**src/rtl/chip_interface_pkg.sv**
```systemverilog
// -----------------------------------------------------------------------------
// chip_interface_pkg
//   Shared definitions for the 4-lane nibble link: TX/RX state encodings,
//   the fixed line symbols and the check-nibble rule used by both ends.
// -----------------------------------------------------------------------------
package chip_interface_pkg;

    // Transmitter sequence: one state per symbol, plus an idle gap between frames.
    typedef enum logic [2:0] {
        TX_IDLE,
        TX_START,
        TX_LO,
        TX_HI,
        TX_CHK,
        TX_STOP,
        TX_GAP
    } tx_state_t;

    // Receiver sequence: WAIT_IDLE re-synchronises after a bad frame by
    // waiting for the idle level before hunting for the next START.
    typedef enum logic [2:0] {
        RX_WAIT_IDLE,
        RX_IDLE,
        RX_START,
        RX_LO,
        RX_HI,
        RX_CHK,
        RX_STOP
    } rx_state_t;

    localparam logic [3:0] SYM_START = 4'h0;
    localparam logic [3:0] SYM_STOP  = 4'hF;
    localparam logic [3:0] SYM_IDLE  = 4'hF;
    localparam logic [3:0] CHK_KEY   = 4'hA;

    // Check symbol carried in the fourth slot of every frame.
    function automatic logic [3:0] check_nibble(input logic [7:0] data);
        return data[3:0] ^ data[7:4] ^ CHK_KEY;
    endfunction

endpackage

```
**src/rtl/chip_interface_hex_to_seven_seg.sv**
```systemverilog
// -----------------------------------------------------------------------------
// hex_to_seven_seg
//   Hexadecimal digit to active-low seven-segment pattern.
//   Ports:
//     value    [3:0] in   digit 0..F
//     segments [6:0] out  active-low segments {g,f,e,d,c,b,a}
// -----------------------------------------------------------------------------
module hex_to_seven_seg (
    input  logic [3:0] value,
    output logic [6:0] segments
);

    always_comb begin
        // NOTE: assign a default before the case so every path drives the
        // output; a path without an assignment would infer a latch.
        segments = 7'b1111111;
        case (value)
            4'h0: segments = 7'b1000000;
            4'h1: segments = 7'b1111001;
            4'h2: segments = 7'b0100100;
            4'h3: segments = 7'b0110000;
            4'h4: segments = 7'b0011001;
            4'h5: segments = 7'b0010010;
            4'h6: segments = 7'b0000010;
            4'h7: segments = 7'b1111000;
            4'h8: segments = 7'b0000000;
            4'h9: segments = 7'b0010000;
            4'hA: segments = 7'b0001000;
            4'hB: segments = 7'b0000011;
            4'hC: segments = 7'b1000110;
            4'hD: segments = 7'b0100001;
            4'hE: segments = 7'b0000110;
            4'hF: segments = 7'b0001110;
            default: segments = 7'b1111111;
        endcase
    end

endmodule

```
**src/rtl/chip_interface.sv**
```systemverilog
// -----------------------------------------------------------------------------
// chip_interface
//   Board-level nibble link. TX sends the switch byte as a 5-symbol frame
//   (START, low nibble, high nibble, CHK, STOP) over four lanes, repeating
//   with a one-symbol gap while enabled. RX synchronises the incoming lanes,
//   samples each symbol mid-period, checks CHK/STOP and reports the byte.
//   Ports:
//     CLOCK_50           in   sole clock, rising edge
//     KEY                in   synchronous active-high reset
//     SW[9:0]            in   [0] tx enable, [8:1] tx byte, [9] unused
//     GPIO_1_D14..D17    out  transmit lanes 0..3
//     GPIO_0_D14..D17    in   receive lanes 0..3 (asynchronous)
//     LEDR[17:0]         out  [7:0] last good byte, [8] rx seen, [9] rx error,
//                             [10] tx busy, [17:11] zero
//     HEX5/HEX4          out  tx byte high/low nibble (active-low segments)
//     HEX1/HEX0          out  last good rx byte high/low nibble
//   CLKS_PER_BIT must be even and at least 4.
// -----------------------------------------------------------------------------
module chip_interface #(
    parameter int CLKS_PER_BIT = 8
) (
    input  logic        CLOCK_50,
    input  logic        KEY,
    input  logic [9:0]  SW,
    output logic        GPIO_1_D14,
    output logic        GPIO_1_D15,
    output logic        GPIO_1_D16,
    output logic        GPIO_1_D17,
    input  logic        GPIO_0_D14,
    input  logic        GPIO_0_D15,
    input  logic        GPIO_0_D16,
    input  logic        GPIO_0_D17,
    output logic [17:0] LEDR,
    output logic [6:0]  HEX5,
    output logic [6:0]  HEX4,
    output logic [6:0]  HEX1,
    output logic [6:0]  HEX0
);

    import chip_interface_pkg::*;

    localparam int               CNT_W     = $clog2(CLKS_PER_BIT);
    localparam logic [CNT_W-1:0] SYM_LAST  = CNT_W'(CLKS_PER_BIT - 1);
    localparam logic [CNT_W-1:0] HALF_LAST = CNT_W'(CLKS_PER_BIT / 2 - 1);

    // ------------------------------------------------------------------
    // Transmitter
    // ------------------------------------------------------------------
    tx_state_t        tx_state;
    logic [CNT_W-1:0] tx_cnt;
    logic [7:0]       tx_byte;
    logic [3:0]       tx_lanes;
    logic             tx_busy;

    // Lanes are registered so the symbol changes exactly on the state change.
    always_ff @(posedge CLOCK_50) begin
        // NOTE: sequential state uses non-blocking assignments so every
        // register samples pre-edge values regardless of statement order.
        if (KEY) begin
            tx_state <= TX_IDLE;
            tx_cnt   <= '0;
            tx_byte  <= '0;
            tx_lanes <= SYM_IDLE;
        end else begin
            case (tx_state)
                TX_IDLE: begin
                    tx_cnt <= '0;
                    if (SW[0]) begin
                        tx_byte  <= SW[8:1];
                        tx_lanes <= SYM_START;
                        tx_state <= TX_START;
                    end
                end
                default: begin
                    if (tx_cnt != SYM_LAST) begin
                        tx_cnt <= tx_cnt + 1'b1;
                    end else begin
                        tx_cnt <= '0;
                        case (tx_state)
                            TX_START: begin
                                tx_state <= TX_LO;
                                tx_lanes <= tx_byte[3:0];
                            end
                            TX_LO: begin
                                tx_state <= TX_HI;
                                tx_lanes <= tx_byte[7:4];
                            end
                            TX_HI: begin
                                tx_state <= TX_CHK;
                                tx_lanes <= check_nibble(tx_byte);
                            end
                            TX_CHK: begin
                                tx_state <= TX_STOP;
                                tx_lanes <= SYM_STOP;
                            end
                            TX_STOP: begin
                                tx_state <= TX_GAP;
                                tx_lanes <= SYM_IDLE;
                            end
                            TX_GAP: begin
                                // The switch byte is captured only when a frame
                                // begins, so mid-frame edits land in the next one.
                                if (SW[0]) begin
                                    tx_byte  <= SW[8:1];
                                    tx_lanes <= SYM_START;
                                    tx_state <= TX_START;
                                end else begin
                                    tx_lanes <= SYM_IDLE;
                                    tx_state <= TX_IDLE;
                                end
                            end
                            default: begin
                                tx_lanes <= SYM_IDLE;
                                tx_state <= TX_IDLE;
                            end
                        endcase
                    end
                end
            endcase
        end
    end

    assign tx_busy    = (tx_state != TX_IDLE);
    assign GPIO_1_D14 = tx_lanes[0];
    assign GPIO_1_D15 = tx_lanes[1];
    assign GPIO_1_D16 = tx_lanes[2];
    assign GPIO_1_D17 = tx_lanes[3];

    // ------------------------------------------------------------------
    // Receiver
    // ------------------------------------------------------------------
    logic [3:0]       rx_raw;
    logic [3:0]       rx_meta;
    logic [3:0]       rx_sync;
    rx_state_t        rx_state;
    logic [CNT_W-1:0] rx_cnt;
    logic [3:0]       rx_lo;
    logic [3:0]       rx_hi;
    logic [3:0]       rx_chk;
    logic [7:0]       rx_byte;
    logic             rx_seen;
    logic             rx_err;
    logic             data_valid;

    assign rx_raw = {GPIO_0_D17, GPIO_0_D16, GPIO_0_D15, GPIO_0_D14};

    // Two-flop synchroniser; reset to the idle level so a fresh receiver
    // leaves WAIT_IDLE promptly on a quiet line.
    always_ff @(posedge CLOCK_50) begin
        if (KEY) begin
            rx_meta <= SYM_IDLE;
            rx_sync <= SYM_IDLE;
        end else begin
            rx_meta <= rx_raw;
            rx_sync <= rx_meta;
        end
    end

    always_ff @(posedge CLOCK_50) begin
        if (KEY) begin
            rx_state   <= RX_WAIT_IDLE;
            rx_cnt     <= '0;
            rx_lo      <= '0;
            rx_hi      <= '0;
            rx_chk     <= '0;
            rx_byte    <= '0;
            rx_seen    <= 1'b0;
            rx_err     <= 1'b0;
            data_valid <= 1'b0;
        end else begin
            data_valid <= 1'b0;
            case (rx_state)
                RX_WAIT_IDLE: begin
                    rx_cnt <= '0;
                    if (rx_sync == SYM_IDLE) rx_state <= RX_IDLE;
                end
                RX_IDLE: begin
                    rx_cnt <= '0;
                    if (rx_sync == SYM_START) rx_state <= RX_START;
                end
                RX_START: begin
                    // START must hold for half a symbol; anything shorter is
                    // treated as a glitch. Reaching the half point also aligns
                    // all later samples to mid-symbol.
                    if (rx_sync != SYM_START) begin
                        rx_state <= RX_IDLE;
                        rx_cnt   <= '0;
                    end else if (rx_cnt == HALF_LAST) begin
                        rx_state <= RX_LO;
                        rx_cnt   <= '0;
                    end else begin
                        rx_cnt <= rx_cnt + 1'b1;
                    end
                end
                default: begin
                    if (rx_cnt != SYM_LAST) begin
                        rx_cnt <= rx_cnt + 1'b1;
                    end else begin
                        rx_cnt <= '0;
                        case (rx_state)
                            RX_LO: begin
                                rx_lo    <= rx_sync;
                                rx_state <= RX_HI;
                            end
                            RX_HI: begin
                                rx_hi    <= rx_sync;
                                rx_state <= RX_CHK;
                            end
                            RX_CHK: begin
                                rx_chk   <= rx_sync;
                                rx_state <= RX_STOP;
                            end
                            RX_STOP: begin
                                if (rx_sync == SYM_STOP &&
                                    rx_chk == check_nibble({rx_hi, rx_lo})) begin
                                    data_valid <= 1'b1;
                                    rx_byte    <= {rx_hi, rx_lo};
                                    rx_seen    <= 1'b1;
                                    rx_state   <= RX_IDLE;
                                end else begin
                                    rx_err   <= 1'b1;
                                    rx_state <= RX_WAIT_IDLE;
                                end
                            end
                            default: rx_state <= RX_WAIT_IDLE;
                        endcase
                    end
                end
            endcase
        end
    end

    // ------------------------------------------------------------------
    // Status and displays
    // ------------------------------------------------------------------
    logic unused_sw;
    assign unused_sw = SW[9];

    assign LEDR = {7'b0, tx_busy, rx_err, rx_seen, rx_byte};

    hex_to_seven_seg u_hex5 (.value(tx_byte[7:4]), .segments(HEX5));
    hex_to_seven_seg u_hex4 (.value(tx_byte[3:0]), .segments(HEX4));
    hex_to_seven_seg u_hex1 (.value(rx_byte[7:4]), .segments(HEX1));
    hex_to_seven_seg u_hex0 (.value(rx_byte[3:0]), .segments(HEX0));

endmodule

```
**config.mk**
```make
export PLATFORM = sky130hd
export DESIGN_NAME = chip_interface
export DESIGN_NICKNAME = d
export VERILOG_FILES = /design/src/rtl/chip_interface_pkg.sv /design/src/rtl/chip_interface_hex_to_seven_seg.sv /design/src/rtl/chip_interface.sv
export SDC_FILE = /design/constraint.sdc
export NUM_CORES = 1
export LEC_CHECK = 0
export ABC_CLOCK_PERIOD_IN_PS = 3600
export CAP_MARGIN = 20
export CORE_MARGIN = 2
export CORE_UTILIZATION = 30
export DETAILED_ROUTE_END_ITERATION = 10
export HOLD_SLACK_MARGIN = 0.05
export PLACE_DENSITY = 0.58
export SETUP_SLACK_MARGIN = 0.1
export SKIP_CTS_REPAIR_TIMING = 1
export SYNTH_ARGS = -nofsm -noshare
export SYNTH_HDL_FRONTEND = slang
export SYNTH_SLANG_ARGS = --single-unit
```
**constraint.sdc**
```tcl
create_clock -name CLOCK_50 -period 3.6 [get_ports CLOCK_50]
set_clock_uncertainty 0.15 [all_clocks]
set_input_delay 0.36 -clock CLOCK_50 [delete_from_list [all_inputs] [get_ports CLOCK_50]]
set_output_delay 0.36 -clock CLOCK_50 [all_outputs]
set_load 0.02 [all_outputs]
```
==> implementation parameters, run 1 <==
Parameter                              Value

Yosys
  Area fraction in compound gates after synthesis    12.44%
  Number of enable-type register cells in the synthesized netlist    0
  Top-area cell type share of the netlist area    39.41%
  Cell types with the largest area share after synthesis    sky130_fd_sc_hd__dfxtp_1 39%, sky130_fd_sc_hd__ha_1 9.0%, sky130_fd_sc_hd__mux2i_1 7.4%
  Number of distinct library cells after synthesis    55
  Number of synthesis warnings    0
  Share of synthesized cell area in and, or, nand and nor gates    17.84%
  Area share of xor/xnor cells in the synthesized design    3.124%
  Proportion of synthesized chip area in sequential cells    39.41%
  Largest family of logic cells by synthesized area    simple AND/OR/NAND/NOR gates
  Portion of netlist area occupied by mux cells    10.96%
  Async set-or-reset flop fraction in the synthesized netlist    0%
  Top flip-flop cell by instance count after synthesis    sky130_fd_sc_hd__dfxtp_1
  Synthesized netlist cell count    458
  Post-Synthesis Mean Instance Area    9.094 µm²
  Synthesized-area fraction occupied by adder cells    9.012%
  Most instantiated cells after synthesis    82 x sky130_fd_sc_hd__dfxtp_1, 41 x sky130_fd_sc_hd__nor2_1, 31 x sky130_fd_sc_hd__mux2i_1
  Cell area after synthesis    4165 µm²
  Library cell with the highest instance count after synthesis    sky130_fd_sc_hd__dfxtp_1
  Number of storage elements in the synthesis netlist    82
  Library cell with the largest summed area after synthesis    sky130_fd_sc_hd__dfxtp_1

Setup path
  Crit path required time    3660 ps
  Arr. time, crit path    3240 ps
  Startpoint Class    flop
  Kind of critical path    flop to flop
  Critical-path maximum fanout    11
  Crit. End Element    flop

Final layout
  Share of post-route cells with drive strength above 1    10.31%
  Number of diodes    0
  Final cell area excluding filler cells    5224 µm²
  Area growth syn-to-layout    25.41%
  Layout net count    555
  Number of filler instances in the final layout    1397

Floorplanning
  Initial cell density of the core    30.36%
  Placement row count    43
  Horiz. Die Dim    121.8 µm
  Floorplan die height    121.8 µm
  Die area    14840 µm²
  Number of ports placed on the die boundary    66
  Placeable core region    13720 µm²

Global route
  First-pass GRT wire length    15.08 mm
  Tot GR Track Use    12.62%
  Initial antenna violation count    0
  Pin count of the biggest net entering global routing    39
  Overflow left after global routing    0
  Vias in the first global route    3195

CTS
  H-Tree Depth    3
  TritonCTS clock tree    done
  Root Buffer Master    sky130_fd_sc_hd__clkbuf_16
  Clock network latency to the later pin of the worst-skew pair    330 ps
  Number of buffers on the longest clock path    2
  Clk sinks    82
  Number of CTS-inserted buffers    9
  Clk pin slew, worst setup/hold paths    60 ps

Pwr
  P_leak    2.066 nW
  Sw power    0.5001 mW
  Share of total power consumed by net switching    22.10%
  P per Cell Area    433.2 nW/µm²
  Comb power frac    10.1%
  Share of total power in the clock network    47.1%
  Power share of the sequential group    42.8%
  Cell Int Power    1.763 mW
  Peak VDD IR    0.0002318 V

STA
  Final-report setup violation count    0
  Max_slew headroom    47.91%
  Actual slew at the worst max-slew pin    778.5 ps
  Post-Route Setup TNS    0 ps
  Peak Freq    314.5 MHz
  RSZ-0062 raised after global routing    false
  Post-route fraction of the period consumed by the critical path    88.31%
  Number of endpoints with negative hold slack in the final report    0
  Post-layout min period    3179 ps
  Final Max Tran Viols    0

Min path
  Worst hold-check path type    flop to flop

Routing
  DRT Pass-1 Iters    4
  Number of nets with antenna violations after routing    0
  Vias post-DR    3308
  Vias per cell    4.767
  Average routed wire per standard cell    12.79 µm
  Drt total wl    8.879 mm
  DRC errors left    0
  Number of design-rule violations left by the first detailed-router iteration    160

Placement
  Final HPWL DP    6.508 mm
  Routability cong.    0.8576
  Cell area reported after detailed placement    4870 µm²
  Number of port buffers    57

Job
  # Max-Cap Violations    0

Status
  Outcome    complete, no violations
[registers in the layout, summed over array words and instances, names as in the netlist]
| signal | cells |
|---|---|
| tx_state | 3 |
| rx_byte | 8 |
| u_hex5.segments | 7 |
| tx_lanes | 4 |
| rx_state | 3 |
| rx_err | 1 |
| rx_seen | 1 |
| rx_lo | 4 |
| rx_hi | 4 |
| rx_sync | 4 |
| rx_meta | 4 |
| rx_cnt | 3 |
| u_hex4.segments | 7 |
| rx_chk | 4 |
| u_hex0.segments | 7 |
| u_hex1.segments | 7 |
| tx_byte | 8 |
| tx_cnt | 3 |
[critical path: stages (launching register included)]
cell and delay, ps:
sky130_fd_sc_hd__dfxtp_1 340, sky130_fd_sc_hd__ha_1 160, sky130_fd_sc_hd__ha_1 360, sky130_fd_sc_hd__nand3_1 180
sky130_fd_sc_hd__a21oi_4 380, sky130_fd_sc_hd__mux2i_1 150, sky130_fd_sc_hd__nor2_1 340, sky130_fd_sc_hd__inv_1 170
sky130_fd_sc_hd__ha_1 330, sky130_fd_sc_hd__inv_1 40, sky130_fd_sc_hd__mux4_2 450
[layout make-up]
class                      instances  area [µm²]  share of cell area (%)
inverter                          32       120.1                   2.299
sequential                        82        1642                   31.43
timing repair buffer              66       633.1                   12.12
clock inverter                     5       100.1                   1.916
multi-input combinational        318        2251                   43.09
clock buffer                      11       252.7                   4.838
tap                              180       225.2                   4.311
[layer usage]
layer  global-route usage [%]  wire, µm  vias up  part of all wire, %
met2                    21.51      4358       76                   49
met4                    3.592       119        0                  1.3
met1                    14.88      3976     1556                   45
li1                         -         -     1662                    -
met5                        0         0        -                    0
met3                    4.635       425       14                  4.8
[kinds of logic (layout without fill, tap and decap cells)]
group / after synthesis / in the layout
AND/OR/NAND/NOR: 149 / 149
multiplexers: 41 / 41
flip-flops: 82 / 82
buffers and inverters: 64 / 114
adder cells (fa/ha/maj): 30 / 30
AO/OA/AOI/OAI: 81 / 81
other: 1 / 7
XOR/XNOR: 10 / 10
[worst paths after layout]
check	from	endpoint	slack, ps	cells after the start
worst max-delay path	tx_cnt[0]$_SDFF_PP0_	u_hex5.segments[3]$_DFF_P_	420	10
worst min-delay path	rx_meta[3]$_SDFF_PP1_	rx_sync[3]$_SDFF_PP1_	260	1
worst max register to register	tx_cnt[0]$_SDFF_PP0_	u_hex5.segments[3]$_DFF_P_	420	10
worst min register to register	rx_meta[3]$_SDFF_PP1_	rx_sync[3]$_SDFF_PP1_	260	1
[metrics by stage]
stage	hold WS [ps]	power (mW)	cells	setup slack (ps)	utilization, %
5_1_grt	287.0	2.353	694	194.5	38.08
4_1_cts	265.0	2.292	694	361.1	38.07
2_1_floorplan	239.5	1.134	464	789.3	-
3_3_place_gp	248.7	1.213	678	491.1	35.49
3_5_place_dp	250.5	1.216	678	402.9	35.49
6_report	259.6	2.263	694	420.7	38.08
[cell usage in the layout (no fill, tap or decap), drive strengths merged, types with 3 or more instances in the layout]
master          n
o31ai           3
o2bb2ai         3
nand2          29
a32oi           3
inv            32
nor4            4
nor3b           5
mux2i          32
xnor2           5
ha             30
o32ai           3
buf            10
dfxtp          82
clkbuf         11
nand3          14
and2            3
conb            7
nand2b          8
nor3           11
clkdlybuf4s50  56
bufinv          3
o22ai           8
o21ai          15
a21oi          31
nor2           41
nor2b          12
or2            14
mux2            7
[power by group through the flow]
stage / clock network, mW / logic (mW) / registers (mW)
finish: 1.07 / 0.228 / 0.968
global route: 1.13 / 0.251 / 0.972
CTS: 1.09 / 0.230 / 0.968
detailed placement: 0 / 0.229 / 0.987
global placement: 0 / 0.227 / 0.986
floorplan: 0 / 0.129 / 1.01
No activity file was read; power rests on OpenSTA's default activity.
==> inputs of run 2 (changes only) <==
--- a/config.mk
+++ b/config.mk
@@ -9,6 +9,7 @@
 export CAP_MARGIN = 20
 export CORE_MARGIN = 2
 export CORE_UTILIZATION = 30
+export CTS_CLUSTER_SIZE = 30
 export DETAILED_ROUTE_END_ITERATION = 10
 export HOLD_SLACK_MARGIN = 0.05
 export PLACE_DENSITY = 0.58
==> results of run 2 <==
No change in the layout: final DEF, timing and power equal those of run 1.
